File: src/rtl/chess_pkg.sv
// Shared chess definitions: empty-square code, colour-bit location and slider FSM states.
package chess_pkg;

  localparam int unsigned EMPTY = 0;

  // The colour flag is the top bit of a piece code.
  function automatic int unsigned colour_bit(input int unsigned piece_w);
    return piece_w - 1;
  endfunction

  typedef enum logic [1:0] {
    S_IDLE  = 2'd0,
    S_SETUP = 2'd1,
    S_WALK  = 2'd2,
    S_DONE  = 2'd3
  } slider_state_e;

endpackage

File: src/rtl/slider_step_gen.sv
// Combinational move geometry: per-axis step (+1/-1/0 as a modular increment) and line class.
module slider_step_gen
  import chess_pkg::*;
#(
  parameter int unsigned COORD_W = 3
) (
  input  logic [COORD_W-1:0] old_x,
  input  logic [COORD_W-1:0] old_y,
  input  logic [COORD_W-1:0] new_x,
  input  logic [COORD_W-1:0] new_y,
  output logic [COORD_W-1:0] step_x_c,
  output logic [COORD_W-1:0] step_y_c,
  output logic               diag_c,
  output logic               ortho_c,
  output logic               zero_c
);

  localparam int unsigned DW = COORD_W + 1;

  logic signed [DW-1:0] dx;
  logic signed [DW-1:0] dy;
  logic        [DW-1:0] adx;
  logic        [DW-1:0] ady;

  // One extra bit keeps the signed difference of two unsigned coordinates exact.
  always_comb begin
    dx       = signed'({1'b0, new_x}) - signed'({1'b0, old_x});
    dy       = signed'({1'b0, new_y}) - signed'({1'b0, old_y});
    adx      = dx[DW-1] ? $unsigned(-dx) : $unsigned(dx);
    ady      = dy[DW-1] ? $unsigned(-dy) : $unsigned(dy);
    step_x_c = dx[DW-1] ? '1 : ((dx != '0) ? COORD_W'(1) : '0);
    step_y_c = dy[DW-1] ? '1 : ((dy != '0) ? COORD_W'(1) : '0);
    zero_c   = (dx == '0) && (dy == '0);
    diag_c   = (adx == ady) && (adx != '0);
    ortho_c  = (dx == '0) != (dy == '0);
  end

endmodule

File: src/rtl/check_slider.sv
// Sliding-piece path checker: walks from source to destination one square per cycle.
// Define CHECK_SLIDER_CAPTURE_EN to also reject a destination holding a same-colour piece.
module check_slider
  import chess_pkg::*;
#(
  parameter int unsigned BOARD_N     = 8,
  parameter int unsigned COORD_W     = $clog2(BOARD_N),
  parameter int unsigned PIECE_W     = 4,
  parameter bit          ALLOW_DIAG  = 1'b1,
  parameter bit          ALLOW_ORTHO = 1'b1
) (
  input  logic                                       CLOCK_50,
  input  logic                                       reset,
  input  logic                                       start,
  input  logic [COORD_W-1:0]                         old_x,
  input  logic [COORD_W-1:0]                         old_y,
  input  logic [COORD_W-1:0]                         new_x,
  input  logic [COORD_W-1:0]                         new_y,
  input  logic [BOARD_N-1:0][BOARD_N-1:0][PIECE_W-1:0] board_in,
  output logic                                       busy,
  output logic                                       done,
  output logic                                       move_valid
);

  localparam logic [COORD_W:0] LIM = (COORD_W + 1)'(BOARD_N);

  slider_state_e        state;
  logic [COORD_W-1:0]   ox, oy, nx, ny;
  logic [COORD_W-1:0]   cx, cy;

  logic [COORD_W-1:0]   step_x_c, step_y_c;
  logic                 diag_c, ortho_c, zero_c;
  logic                 in_range_c, geom_ok_c, at_dest_c, dest_ok_c;
  logic [PIECE_W-1:0]   cur_piece_c;

  slider_step_gen #(
    .COORD_W (COORD_W)
  ) u_step (
    .old_x    (ox),
    .old_y    (oy),
    .new_x    (nx),
    .new_y    (ny),
    .step_x_c (step_x_c),
    .step_y_c (step_y_c),
    .diag_c   (diag_c),
    .ortho_c  (ortho_c),
    .zero_c   (zero_c)
  );

  assign in_range_c  = ({1'b0, ox} < LIM) && ({1'b0, oy} < LIM) &&
                       ({1'b0, nx} < LIM) && ({1'b0, ny} < LIM);
  assign geom_ok_c   = !zero_c && ((diag_c && ALLOW_DIAG) || (ortho_c && ALLOW_ORTHO));
  assign at_dest_c   = (cx == nx) && (cy == ny);
  assign cur_piece_c = board_in[cx][cy];

`ifdef CHECK_SLIDER_CAPTURE_EN
  localparam int unsigned CB = colour_bit(PIECE_W);
  logic [PIECE_W-1:0] src_piece_c;
  assign src_piece_c = board_in[ox][oy];
  // Destination is legal if empty or occupied by the opposing colour.
  assign dest_ok_c   = (cur_piece_c == PIECE_W'(EMPTY)) || (cur_piece_c[CB] != src_piece_c[CB]);
`else
  assign dest_ok_c   = 1'b1;
`endif

  always_ff @(posedge CLOCK_50) begin
    if (reset) begin
      state      <= S_IDLE;
      busy       <= 1'b0;
      done       <= 1'b0;
      move_valid <= 1'b0;
      ox         <= '0;
      oy         <= '0;
      nx         <= '0;
      ny         <= '0;
      cx         <= '0;
      cy         <= '0;
    end else begin
      done <= 1'b0;
      case (state)
        S_IDLE: begin
          if (start) begin
            ox         <= old_x;
            oy         <= old_y;
            nx         <= new_x;
            ny         <= new_y;
            busy       <= 1'b1;
            move_valid <= 1'b0;
            state      <= S_SETUP;
          end
        end
        S_SETUP: begin
          if (!in_range_c || !geom_ok_c) begin
            done       <= 1'b1;
            move_valid <= 1'b0;
            state      <= S_DONE;
          end else begin
            cx    <= ox + step_x_c;
            cy    <= oy + step_y_c;
            state <= S_WALK;
          end
        end
        S_WALK: begin
          // Destination contents only matter once the cursor reaches it.
          if (at_dest_c) begin
            done       <= 1'b1;
            move_valid <= dest_ok_c;
            state      <= S_DONE;
          end else if (cur_piece_c != PIECE_W'(EMPTY)) begin
            done       <= 1'b1;
            move_valid <= 1'b0;
            state      <= S_DONE;
          end else begin
            cx <= cx + step_x_c;
            cy <= cy + step_y_c;
          end
        end
        S_DONE: begin
          busy  <= 1'b0;
          state <= S_IDLE;
        end
        default: state <= S_IDLE;
      endcase
    end
  end

endmodule

File: config.mk
export PLATFORM = sky130hd
export DESIGN_NAME = check_slider
export DESIGN_NICKNAME = d
export VERILOG_FILES = /design/src/rtl/chess_pkg.sv /design/src/rtl/slider_step_gen.sv /design/src/rtl/check_slider.sv
export SDC_FILE = /design/constraint.sdc
export NUM_CORES = 1
export LEC_CHECK = 0
export ABC_CLOCK_PERIOD_IN_PS = 6200
export BUFFER_PORTS_ARGS = -buffer_cell sky130_fd_sc_hd__buf_2
export CAP_MARGIN = 40
export CELL_PAD_IN_SITES_DETAIL_PLACEMENT = 0
export CELL_PAD_IN_SITES_GLOBAL_PLACEMENT = 1
export CORE_MARGIN = 2
export CORE_UTILIZATION = 27
export CTS_CLUSTER_DIAMETER = 50
export CTS_CLUSTER_SIZE = 28
export DETAILED_ROUTE_END_ITERATION = 8
export GPL_TIMING_DRIVEN = 1
export PLACE_DENSITY = 0.89
export SYNTH_ARGS = -nofsm -noshare
export SYNTH_HDL_FRONTEND = slang
export SYNTH_SLANG_ARGS = --single-unit
File: constraint.sdc
create_clock -name CLOCK_50 -period 6.2 [get_ports CLOCK_50]
set_clock_uncertainty 0.15 [all_clocks]
set_input_delay 0.62 -clock CLOCK_50 [delete_from_list [all_inputs] [get_ports CLOCK_50]]
set_output_delay 0.62 -clock CLOCK_50 [all_outputs]
set_load 0.02 [all_outputs]
==> results.sh <==
export IMPL_htreeDepth=1
export IMPL_ir_worst_vdd_v=0.000156
export IMPL_grt_max_degree=39
export IMPL_holdWs_ps=330
export IMPL_cts_buffers=3
export IMPL_synth_fa_ha_area_frac=0.0876
export IMPL_grt_usage=0.218
export IMPL_critPathTopFamily="compound AO/OA/AOI/OAI gates"
export IMPL_synth_area_leaders="dfxtp_1 14%, ha_1 6.3%, a21oi_1 5.8%, mux4_2 5.6%, nor3_1 5.5%"
export IMPL_tightest_slew_ps=661
export IMPL_postRouteWirelength_microns=14900
export IMPL_port_buffer_count=273
export IMPL_io_pins=274
export IMPL_gr_total_overflow=0
export IMPL_vias=4440
export IMPL_hold_path_class="reg2reg"
export IMPL_synth_area_mux_share=0.0856
export IMPL_p_per_area_nw_per_um2=339
export IMPL_dp_hpwl_microns=12700
export IMPL_cpMaxStageDelayCell="fa_1"
export IMPL_cts_sinks=23
export IMPL_cts_hold_buf=0
export IMPL_fin_crit_ps=3980
export IMPL_wl_per_cell_microns=17.9
export IMPL_place_area_sq_um=4670
export IMPL_finalHoldViolations=0
export IMPL_final_common_cell="buf_2"
export IMPL_max_freq_mhz=251
export IMPL_synthCells=427
export IMPL_final_setup_worst_slack_ps=2220
export IMPL_ys_async_sr_fraction=0
export IMPL_insertion_delay_ps=260
export IMPL_final_layout_size_suffix_gt1_frac=0.444
export IMPL_die_h_microns=113
export IMPL_highest_layer="met4"
export IMPL_initial_core_util=0.278
export IMPL_slowest_delay_ps=530
export IMPL_drc=20
export IMPL_post_route_period_util=0.641
export IMPL_required_ps=6180
export IMPL_synth_simple_area_share=0.319
export IMPL_antenna_found_initial=4
export IMPL_wl_met2_microns=7370
export IMPL_wl_met3_microns=971
export IMPL_cts_setup_buffers=0
export IMPL_die_x_microns=113
export IMPL_crit_path_start_kind="register"
export IMPL_synth_area_sq_um=3200
export IMPL_rows=39
export IMPL_synth_top_area_share=0.144
export IMPL_first_iter_violations=255
export IMPL_violations="DRC"
export IMPL_drt_pass1_iterations=7
export IMPL_cap_violations=0
export IMPL_synth_distinct_cells=61
export IMPL_grt_pass1_vias=4367
export IMPL_dpl_worst_slack_ps=2270
export IMPL_crit_arrival_ps=3950
export IMPL_yosysSeqAreaShare=0.144
export IMPL_synth_nets=718
export IMPL_core_area_sq_um=11500
export IMPL_ant_nets=0
export IMPL_cts_resized=0
export IMPL_leakage_nw=2.19
export IMPL_cts_clk_slew_worst_paths_ps=60
export IMPL_dieArea_sq_um=12700
export IMPL_cts_tree="built"
export IMPL_area_growth_pct=48.7
export IMPL_synth_compound_area_frac=0.251
export IMPL_yosysWarningCount=0
export IMPL_drv_slew=0
export IMPL_postSynthAreaPerCell_sq_um=7.50
export IMPL_root_buffer="clkbuf_16"
export IMPL_endpoint_kind="register"
export IMPL_synth_ff_type="dfxtp_1"
export IMPL_r2r_slack_ps=2220
export IMPL_setup_tns_ps=0
export IMPL_layout_nets=977
export IMPL_layout_cells_non_filler=832
export IMPL_p_total_mw=1.62
export IMPL_path_buf_inv=2
export IMPL_ctsLongestPathBuffers=2
export IMPL_yosysTopAreaCell="dfxtp_1"
export IMPL_status="complete, but fails checks"
export IMPL_critPathMaxFanout=6
export IMPL_mostFrequentLayoutCells="273 x buf_2, 39 x nand2_1, 37 x a21oi_1"
export IMPL_via_per_inst=5.34
export IMPL_utilization=0.413
export IMPL_synth_edf_count=0
export IMPL_ys_seq_elements=23
export IMPL_final_area_sq_um=4760
export IMPL_setup_worst_path_class="reg2reg"
export IMPL_grt_pass1_wl_microns=22300
export IMPL_max_slew_margin_rel=0.555
export IMPL_finalSetupViolCount=0
export IMPL_synth_xor_area_frac=0.0438
export IMPL_synth_top_family_by_area="simple AND/OR/NAND/NOR gates"
export IMPL_wl_met1_microns=6070
export IMPL_placedCellCount=824
export IMPL_gp_congestion=0.928
export IMPL_worstPathCellList="ha_1 -> inv_1 -> fa_1 -> inv_1 -> ha_1 -> or3b_2 -> o311ai_0 -> o311a_1 -> mux2i_1 -> o32ai_1 -> nor2b_1 -> o21ai_0 -> a21oi_1"
export IMPL_rsz0062_at_grt="false"
final timing paths:
path          from  endpoint  cells after the start
min reg2reg  nx[0]     nx[0]                      2
max reg2reg  ox[0]     cx[2]                     13
min          nx[0]     nx[0]                      2
max          ox[0]     cx[2]                     13
where the power goes:
group,internal [mW],switching (mW)
registers,0.189,0.0771
logic,0.520,0.687
clock network,0.0869,0.0558
total,0.796,0.820
sequential cells by signal (all words and copies together) (netlist names):
signal      count
cx              3
busy            1
state           2
oy              3
done            1
ny              3
cy              3
move_valid      1
nx              3
ox              3
logic make-up after synthesis:
| logic type | Yosys count |
|---|---|
| adders and majority gates | 20 |
| and+or+nand+nor | 190 |
| muxes | 17 |
| buffers and inverters | 48 |
| DFF | 23 |
| xor gates and xnor gates | 16 |
| AOI/OAI and AO/OA | 113 |
Yosys cell counts, types with 5 or more instances:
cell type	count
nor4_1	16
or4_1	8
a21oi_1	37
mux2i_1	6
o221ai_1	5
a211oi_1	6
inv_1	25
nor2b_1	7
o21ai_0	12
dfxtp_1	23
nand2b_1	9
nand4_1	5
o32ai_1	5
nand3_1	8
o31ai_1	5
or3_1	7
buf_2	14
ha_1	16
nor3_1	35
nor2_1	36
xnor2_1	11
xor2_1	5
nand2_1	39
mux4_2	8
o311ai_0	5
clkbuf_1	6
area by class of cell:
class,instances,area [sq um]
Fill cell,1202,6760
Clock inverter,1,5.00
Antenna cell,4,10.0
Inverter,25,93.8
Tap cell,143,179
Sequential cell,23,462
Multi-Input combinational cell,356,2520
Clock buffer,3,75.1
Timing Repair Buffer,277,1420
metal layers:
metal  global-route usage  vias to the layer above
li1                     -                     2154
met1                0.278                     2057
met2                0.387                      200
met3               0.0230                       29
met4               0.0724                        0
met5                    0                        -
worst min-delay path: cells and delay by family (launching register included):
kind	cells	cell delay, ps
AO/OA/AOI/OAI	1	50
flip-flops	1	330
AND/OR/NAND/NOR	1	60
Note: power is estimated with default switching activity, not from simulation.
